## config.mk

```make
export PLATFORM = sky130hd
export DESIGN_NAME = hazard_ctrl_unit
export DESIGN_NICKNAME = d
export VERILOG_FILES = /design/src/rtl/pipeline_pkg.sv /design/src/rtl/sat_counter.sv /design/src/rtl/hazard_ctrl_unit.sv
export SDC_FILE = /design/constraint.sdc
export NUM_CORES = 1
export LEC_CHECK = 0
export CAP_MARGIN = 20
export CORE_MARGIN = 8
export CORE_UTILIZATION = 46
export CTS_BUF_LIST = sky130_fd_sc_hd__clkbuf_8 sky130_fd_sc_hd__clkbuf_16
export DETAILED_ROUTE_END_ITERATION = 16
export PLACE_DENSITY = 0.81
export REMOVE_ABC_BUFFERS = 1
export SLEW_MARGIN = 20
export SYNTH_ARGS = -nofsm -noshare
export SYNTH_HDL_FRONTEND = slang
export SYNTH_HIERARCHICAL = 1
export SYNTH_SLANG_ARGS = --single-unit
export TNS_END_PERCENT = 1
```

## constraint.sdc

```tcl
create_clock -name clk -period 2.06 [get_ports clk]
set_input_delay 0.206 -clock clk [delete_from_list [all_inputs] [get_ports clk]]
set_output_delay 0.206 -clock clk [all_outputs]
set_load 0.01 [all_outputs]
```

## src/rtl/pipeline_pkg.sv

```systemverilog
// Shared types for the pipeline hazard controller: FSM state and forwarding selects.
package pipeline_pkg;

   typedef enum logic {
      RUN      = 1'b0,
      MEM_WAIT = 1'b1
   } hz_state_e;

   typedef enum logic [1:0] {
      FWD_RF  = 2'b00,
      FWD_MEM = 2'b01,
      FWD_WB  = 2'b10
   } fwd_sel_e;

   // Forwarding source for one EX operand; MEM beats WB, r0 is never forwarded.
   // A load in MEM has no data yet, so it cannot feed EX from the EX/MEM buffer.
   function automatic fwd_sel_e fwd_select(
      input logic [4:0] src_num,
      input logic [4:0] rd_mem,
      input logic       we_mem,
      input logic       load_mem,
      input logic [4:0] rd_wb,
      input logic       we_wb
   );
      if (we_mem && !load_mem && (rd_mem != 5'd0) && (rd_mem == src_num)) begin
         return FWD_MEM;
      end else if (we_wb && (rd_wb != 5'd0) && (rd_wb == src_num)) begin
         return FWD_WB;
      end
      return FWD_RF;
   endfunction

endpackage

```

## src/rtl/sat_counter.sv

```systemverilog
// Saturating up-counter with increment enable; holds at all-ones instead of wrapping.
module sat_counter #(
   parameter int unsigned W = 16
) (
   input  logic         clk,
   input  logic         rst_b,
   input  logic         inc,
   output logic [W-1:0] count
);

   logic [W-1:0] count_q;
   logic [W-1:0] count_d;

   // Next count: step only when requested and not yet saturated.
   always_comb begin
      count_d = count_q;
      if (inc && (count_q != {W{1'b1}})) begin
         count_d = count_q + W'(1);
      end
   end

   // Count register.
   always_ff @(posedge clk or negedge rst_b) begin
      if (!rst_b) begin
         count_q <= '0;
      end else begin
         count_q <= count_d;
      end
   end

   assign count = count_q;

endmodule

```

## src/rtl/hazard_ctrl_unit.sv

```systemverilog
// Pipeline hazard controller: buffer stall/flush controls, PC enable, EX forwarding
// selects, memory-wait FSM with timeout, and stall/flush performance counters.
module hazard_ctrl_unit #(
   parameter int unsigned CNT_W       = 16,
   parameter int unsigned MEM_TIMEOUT = 64
) (
   input  logic             clk,
   input  logic             rst_b,
   input  logic [4:0]       rs_num_ID,
   input  logic [4:0]       rt_num_ID,
   input  logic             uses_rs_ID,
   input  logic             uses_rt_ID,
   input  logic [4:0]       rs_num_EX,
   input  logic [4:0]       rt_num_EX,
   input  logic [4:0]       rd_num_EX,
   input  logic             reg_write_enable_EX,
   input  logic             mem_or_reg_EX,
   input  logic [4:0]       rd_num_MEM,
   input  logic             reg_write_enable_MEM,
   input  logic             mem_or_reg_MEM,
   input  logic [4:0]       rd_num_WB,
   input  logic             reg_write_enable_WB,
   input  logic             take_branch_MEM,
   input  logic             mem_req_MEM,
   input  logic             mem_ready,
   output logic             pc_we,
   output logic             stall_IF_ID,
   output logic             flush_IF_ID,
   output logic             stall_ID_EX,
   output logic             flush_ID_EX,
   output logic             stall_EX_MEM,
   output logic             flush_EX_MEM,
   output logic             stall_MEM_WB,
   output logic             flush_MEM_WB,
   output logic [1:0]       fwd_rs_sel,
   output logic [1:0]       fwd_rt_sel,
   output logic [CNT_W-1:0] stall_cnt,
   output logic [CNT_W-1:0] flush_cnt,
   output logic             mem_timeout
);

   import pipeline_pkg::*;

   localparam int unsigned           WAIT_W     = $clog2(MEM_TIMEOUT + 1);
   localparam logic [WAIT_W-1:0]     WAIT_LIMIT = WAIT_W'(MEM_TIMEOUT);

   hz_state_e          state_q, state_d;
   logic [WAIT_W-1:0]  wait_q, wait_d, wait_inc;
   logic               mem_timeout_q, mem_timeout_d;
   logic               wait_now;
   logic               load_use;
   logic               stall_inc;
   logic               flush_inc;

   assign wait_inc = wait_q + WAIT_W'(1);

   // Hazard detection. The cycle that returns mem_ready is not a wait cycle.
   always_comb begin
      if (state_q == MEM_WAIT) begin
         wait_now = ~mem_ready;
      end else begin
         wait_now = mem_req_MEM & ~mem_ready;
      end
      load_use = mem_or_reg_EX & reg_write_enable_EX & (rd_num_EX != 5'd0) &
                 ((uses_rs_ID & (rs_num_ID == rd_num_EX)) |
                  (uses_rt_ID & (rt_num_ID == rd_num_EX)));
   end

   // Buffer controls and PC enable, prioritised wait > branch > load-use; all 0 in reset.
   always_comb begin
      pc_we        = 1'b0;
      stall_IF_ID  = 1'b0;
      flush_IF_ID  = 1'b0;
      stall_ID_EX  = 1'b0;
      flush_ID_EX  = 1'b0;
      stall_EX_MEM = 1'b0;
      flush_EX_MEM = 1'b0;
      stall_MEM_WB = 1'b0;
      flush_MEM_WB = 1'b0;
      if (rst_b) begin
         if (wait_now) begin
            stall_IF_ID  = 1'b1;
            stall_ID_EX  = 1'b1;
            stall_EX_MEM = 1'b1;
            flush_MEM_WB = 1'b1;
         end else if (take_branch_MEM) begin
            pc_we        = 1'b1;
            flush_IF_ID  = 1'b1;
            flush_ID_EX  = 1'b1;
            flush_EX_MEM = 1'b1;
         end else if (load_use) begin
            stall_IF_ID  = 1'b1;
            flush_ID_EX  = 1'b1;
         end else begin
            pc_we        = 1'b1;
         end
      end
   end

   // EX operand forwarding selects.
   always_comb begin
      fwd_rs_sel = FWD_RF;
      fwd_rt_sel = FWD_RF;
      if (rst_b) begin
         fwd_rs_sel = fwd_select(rs_num_EX, rd_num_MEM, reg_write_enable_MEM, mem_or_reg_MEM,
                                 rd_num_WB, reg_write_enable_WB);
         fwd_rt_sel = fwd_select(rt_num_EX, rd_num_MEM, reg_write_enable_MEM, mem_or_reg_MEM,
                                 rd_num_WB, reg_write_enable_WB);
      end
   end

   // Memory-wait FSM next state, wait counter and sticky timeout flag.
   always_comb begin
      state_d       = state_q;
      wait_d        = wait_q;
      mem_timeout_d = mem_timeout_q;
      case (state_q)
         RUN: begin
            if (mem_req_MEM && !mem_ready) begin
               state_d = MEM_WAIT;
               wait_d  = '0;
            end
         end
         MEM_WAIT: begin
            if (mem_ready) begin
               state_d = RUN;
               wait_d  = '0;
            end else if (wait_inc == WAIT_LIMIT) begin
               state_d       = RUN;
               wait_d        = '0;
               mem_timeout_d = 1'b1;
            end else begin
               wait_d = wait_inc;
            end
         end
         default: begin
            state_d = RUN;
            wait_d  = '0;
         end
      endcase
   end

   // FSM state registers.
   always_ff @(posedge clk or negedge rst_b) begin
      if (!rst_b) begin
         state_q       <= RUN;
         wait_q        <= '0;
         mem_timeout_q <= 1'b0;
      end else begin
         state_q       <= state_d;
         wait_q        <= wait_d;
         mem_timeout_q <= mem_timeout_d;
      end
   end

   assign mem_timeout = mem_timeout_q;

   assign stall_inc = ~pc_we;
   assign flush_inc = flush_IF_ID | flush_ID_EX | flush_EX_MEM | flush_MEM_WB;

   sat_counter #(
      .W(CNT_W)
   ) u_stall_cnt (
      .clk   (clk),
      .rst_b (rst_b),
      .inc   (stall_inc),
      .count (stall_cnt)
   );

   sat_counter #(
      .W(CNT_W)
   ) u_flush_cnt (
      .clk   (clk),
      .rst_b (rst_b),
      .inc   (flush_inc),
      .count (flush_cnt)
   );

endmodule
```

==> results of run 1 <==
==> layer usage <==
layer / wire length, um / global-route usage
met1: 3500 / 0.225
met2: 4350 / 0.326
met3: 387 / 0.0377
met4: 127 / 0.0537
met5: 0 / 0
==> worst reg2reg max path: cells and delay by family, from the launching register on <==
family	cells	cell delay, ns
and+or+nand+nor	1	0.15
DFF	1	0.41
buffers and inverters	5	0.59
AOI/OAI and AO/OA	4	0.45
muxes	1	0.33
==> synthesized netlist by cell type (5+ instances only) <==
cell     count
nand3_1     14
a31oi_1      7
xor2_1      22
a21oi_1     10
nor2_1       5
and3_1       6
o21a_1      11
dfrtp_1     41
o21ai_0      7
nand4_1     19
xnor2_1     27
nand2_1     17
==> cell type report <==
cell class                 instances  area share
multi-input combinational        213       0.421
timing repair buffer             140       0.291
sequential                        41       0.241
tap                               75      0.0220
clock buffer                       5      0.0162
clock inverter                     3     0.00529
inverter                           4     0.00353
==> power by group <==
part / internal, W / switching, W
sequential: 0.000933 / 0.000244
combinational: 0.000584 / 0.000456
clock: 0.000238 / 0.000300
==> state kept, by name (all words and copies together) (netlist names) <==
register and flops:
mem_timeout 1, state_q 1, u_flush_cnt/count 16, u_stall_cnt/count 16
wait_q 7
==> repair_timing <==
action | in CTS | in global routing
resized for setup | 64 | 42
hold buffers | 1 | 0
setup buffers | 7 | 5
hold endpoints to repair | 17 | 0
pin swaps | 18 | 15
setup endpoints to repair | 40 | 27
==> worst min path at each step <==
stage | from | endpoint | slack (ns)
2_1_floorplan | rst_b | mem_timeout | -0.09
3_3_place_gp | rst_b | u_flush_cnt/count[11] | 0.21
3_5_place_dp | rst_b | u_flush_cnt/count[11] | 0.22
4_1_cts | rst_b | u_flush_cnt/count[2] | 0.11
5_1_grt | rst_b | u_flush_cnt/count[2] | 0.12
6_report | rst_b | u_flush_cnt/count[2] | 0.1
==> cells in the final DEF, fill, tap and decap left out, types with 4 or more instances in the layout <==
cell	n
clkdlybuf4s50_1	67
buf_4	47
dfrtp_1	41
xnor2_1	27
xor2_1	19
nand4_1	19
nand2_1	15
nand3_1	14
o21a_1	11
a21oi_1	9
a31oi_1	7
buf_2	7
nor4_2	6
and3_1	5
nor2_1	5
o21ai_0	5
clkbuf_8	5
clkbuf_2	5
buf_6	4
and4_4	4
nor4_4	4
==> kinds of logic (layout without fill, tap and decap cells) <==
logic type,Yosys count,in the layout,synth area share
and+or+nand+nor,103,103,0.277
AOI/OAI and AO/OA,55,55,0.148
xor gates and xnor gates,49,49,0.157
DFF,41,41,0.376
buffers and inverters,9,152,0.0183
adders and majority gates,3,3,0.0137
muxes,2,2,0.00824
other,1,1,0.00137
==> metrics by stage <==
| stage | hold slack, ns | utilization |
|---|---|---|
| after floorplan | -0.0896 | - |
| after global placement | 0.213 | 0.684 |
| final | 0.0994 | 0.732 |
| after global routing | 0.119 | 0.732 |
| after detailed placement | 0.216 | 0.684 |
| after CTS | 0.106 | 0.714 |
==> reports/qor.yml, run 1 <==
power.leakage_nw: 1.79
multi_input_area_um2: 1790
ys_dominant_reg_cell: "dfrtp_1"
core_um2: 5820
clock_sinks: 41
cts_buffers: 5
grt_first_pass_wirelength_mm: 13.2
violations: "negative setup slack"
period_share: 1.03
rows: 28
worst_slack_ns: -0.0559
hold_path.class: "in -> async"
htree_num_levels: 2
synth_edf_count: 0
power_w: 0.00276
startpoint_type: "input port"
port_buffers: 91
stdcell_count: 481
start_util: 0.470
boundaryPins: 93
place_ws_ns: -0.580
syn_to_final_growth_pct: 55.9
dieArea_um2: 8660
dr.pass1.iters: 5
grt_max_degree: 25
cts_tree: "built"
fill_cells: 440
fin_crit_ns: 2.12
peakVddDrop_mv: 0.577
skew_ns: 0.00679
synth_top_area_frac: 0.376
ys_seq_area_frac: 0.376
clk_latency_ns: 0.30
crit_arrival_ns: 2.30
dieHeight_um: 93.1
cp-end-kind: "flip-flop"
synth_area_leaders: "dfrtp_1 (38%), xnor2_1 (8.7%), xor2_1 (7.1%)"
worst_pin_slew_ns: 0.807
diodes: 0
netlist_area_um2: 2730
stdcell_area_um2: 4260
p_per_area_nw_per_um2: 647
endpoint: "u_flush_cnt/count[15]"
placed_area_um2: 3980
cp_max_fo: 4
wl_per_cell_um: 17.4
path_depth: 12
cp_slowest_cell: "nor4_2"
cp_top_family: "simple AND/OR/NAND/NOR gates"
fmax_mhz: 473
vias: 2647
root_buffer: "clkbuf_8"
die_w_um: 93.1
critPathLaunch: "rd_num_EX[1]"
ff2ff_setup_slack_ns: 0.02
clkTransAtPathRegs_ns: 0.09
relSlewSlack: 0.460
antenna_found_initial: 0
nets: 455
synth_area_leader_cell: "dfrtp_1"
grt_overflow: 0
clockBufferDepth: 2
finalHoldViolations: 0
dp_cells: 460
crit_path_max_incr_delay_ns: 0.29
worst-r2r-cell-count: 11
drive_above_1_share: 0.286
synth_warnings: 6
cp.buffers_inverters: 4
synthCells: 263
drc_errors: 0
dp_hpwl_mm: 6.22
ant_nets: 0
drv_cap: 0
slew_violations: 0
status: "complete, but fails checks"
worstPathCellList: "buf_6 -> xor2_2 -> nor4_2 -> a32oi_1 -> buf_4 -> o31ai_4 -> buf_4 -> buf_4 -> nand4_1 -> nor4_4 -> and4b_1 -> a21oi_1"
grt_usage: 0.186
wirelength_mm: 8.37
avgSynthCellArea_um2: 10.4
grt_pass1_vias: 2729
cpMostUsedCell: "buf_4"
grt_setup_unrepaired: "yes"
setup-violations-final: 6
vias_per_cell: 5.50
ys_ff_latch: 41
drtIter0Drc: 120
regToRegEndpoint: "u_flush_cnt/count[1]"
seqCellArea_um2: 1030
tns_ns: -0.130
synth.distinct_cells: 50
r2r-start: "state_q"
setup.worst_path.class: "in -> reg"
async_reset_ff_frac: 1.00
cp.required_ns: 2.24
gp_congestion: 0.842
Note: power is estimated with default switching activity, not from simulation.
==> run 2: changes to the inputs <==
GPL_ROUTABILITY_DRIVEN = 1   (was not set)
SKIP_LAST_GASP = 1   (was not set)
==> run 2 against run 1 <==
Critical endpoint is now u_flush_cnt/count[1]. Sequential cell count unchanged. Highest routed layer unchanged. Fmax shrank 1.2%. Critical path type is now reg -> reg. Via count increased by 0.45%. Worst setup slack lost 0.025 ns. Die area unchanged. The flow still finishes with violations (negative setup slack). Cell area fell by 0.23%.
==> reports/qor.yml, run 2 (synthesis gave the netlist of run 1 again) <==
power.leakage_nw: 1.77  # -1.2%
setup-violations-final: 6  # unchanged
dieHeight_um: 93.1  # unchanged
ant_nets: 0  # unchanged
port_buffers: 91  # unchanged
die_w_um: 93.1  # unchanged
vias_per_cell: 5.53  # +0.45%
final_cell_mix: "clkdlybuf4s50_1 (68), buf_4 (47), dfrtp_1 (41)"
violations: "negative setup slack"
gp_congestion: 0.842  # unchanged
grt_usage: 0.186  # -0.000339
grt_pass1_vias: 2729  # unchanged
core_um2: 5820  # unchanged
period_share: 1.04  # +0.0122
clockBufferDepth: 2  # unchanged
clkTransAtPathRegs_ns: 0.09  # about the same
crit_arrival_ns: 2.32  # +0.02 ns
fin_crit_ns: 2.14  # +0.0252 ns
relSlewSlack: 0.458  # -0.00257
grt_max_degree: 25  # unchanged
boundaryPins: 93  # unchanged
fill_cells: 438  # -0.45%
slew_violations: 0  # unchanged
nets: 455  # unchanged
final_common_cell: "clkdlybuf4s50_1"
clock_sinks: 41  # unchanged
drive_above_1_share: 0.276  # -0.00985
diodes: 0  # unchanged
cts_buffers: 5  # unchanged
dieArea_um2: 8660  # unchanged
vias: 2659  # +0.45%
grt_setup_unrepaired: "yes"
antenna_found_initial: 0  # unchanged
stdcell_count: 481  # unchanged
dp_cells: 460  # unchanged
htree_num_levels: 2  # unchanged
wl_per_cell_um: 17.3  # -0.31%
startpoint_type: "flip-flop"
place_ws_ns: -0.580  # unchanged
cts_tree: "built"
drv_cap: 0  # unchanged
fmax_mhz: 467  # -1.2%
worst_pin_slew_ns: 0.811  # +0.00385 ns
dp_hpwl_mm: 6.22  # unchanged
finalHoldViolations: 0  # unchanged
drtIter0Drc: 91  # -24%
cp_max_fo: 4  # unchanged
cp-end-kind: "flip-flop"
cp.required_ns: 2.24  # about the same
rows: 28  # unchanged
start_util: 0.470  # unchanged
hold_path.class: "in -> async"
grt_first_pass_wirelength_mm: 13.2  # about the same
worst_slack_ns: -0.0811  # -0.0252 ns
drc_errors: 0  # unchanged
skew_ns: 0.00741  # +0.000619 ns
status: "complete, but fails checks"
peakVddDrop_mv: 0.568  # -1.7%
clk_latency_ns: 0.30  # about the same
root_buffer: "clkbuf_8"
setup.worst_path.class: "reg -> reg"
syn_to_final_growth_pct: 55.6
grt_overflow: 0  # unchanged
dr.pass1.iters: 7  # +2
wirelength_mm: 8.34  # -0.31%
p_per_area_nw_per_um2: 643  # -0.68%
run 2: critical path, cell delays in order (launching register included):
cell and delay, ns:
dfrtp_1 0.42, o21bai_4 0.21, or2_4 0.16, inv_2 0.04
a21oi_2 0.14, o31ai_4 0.09, buf_4 0.15, buf_6 0.13
buf_4 0.13, buf_4 0.13, o31ai_4 0.06, mux2_1 0.36
run 2: timing repair:
item	in CTS	in global routing
pin swaps	17	18
buffers inserted	7	5
gates cloned	0	0
setup endpoints to repair	40	34
hold endpoints to repair	17	0
hold buffers	1	0
gates resized for setup	56	40
run 2: worst paths after layout:
path                                   from                    to  slack [ns]  cells after the start
min in group clk                mem_timeout           mem_timeout        0.46                      1
max in group asynchronous             rst_b             wait_q[6]        0.82                      3
worst max-delay path                state_q  u_flush_cnt/count[1]       -0.08                     11
worst min-delay path                  rst_b  u_flush_cnt/count[2]        0.09                      3
worst max register to register      state_q  u_flush_cnt/count[1]       -0.08                     11
worst min register to register  mem_timeout           mem_timeout        0.46                      1
run 2: per-layer routing:
layer,vias up,global-route usage,part of all wire
li1,1276,-,-
met1,1297,0.221,0.42
met2,77,0.331,0.53
met3,9,0.0377,0.042
met4,0,0.0497,0.010
met5,-,0,0
run 2: power breakdown:
| group | internal [W] | switching (W) | total, W |
|---|---|---|---|
| Sequential | 0.000933 | 0.000240 | 0.00117 |
| Combinational | 0.000572 | 0.000444 | 0.00102 |
| Clock | 0.000238 | 0.000304 | 0.000542 |
run 2: final cells by class:
| type | instances | area, um2 | share of cell area |
|---|---|---|---|
| clock buffers | 5 | 68.8 | 0.0162 |
| clock inverters | 3 | 22.5 | 0.00530 |
| inverters | 4 | 15.0 | 0.00353 |
| multi-input cells | 213 | 1760 | 0.414 |
| flip-flops and latches | 41 | 1030 | 0.241 |
| well taps | 75 | 93.8 | 0.0221 |
| repair buffers | 140 | 1260 | 0.298 |
run 2: metrics by stage:
| step | total power [W] | instance area [um2] | hold WS (ns) | utilization | setup TNS (ns) |
|---|---|---|---|---|---|
| detailed placement | 0.00213 | 3980 | 0.216 | 0.684 | -16.61 |
| global route | 0.00287 | 4250 | 0.117 | 0.731 | -1.53 |
| finish | 0.00273 | 4250 | 0.0929 | 0.731 | -0.173 |
| global placement | 0.00210 | 3980 | 0.213 | 0.684 | -14.35 |
| CTS | 0.00269 | 4150 | 0.106 | 0.714 | -0.243 |
| floorplan | 0.00153 | 2700 | -0.0896 | - | -1.22 |
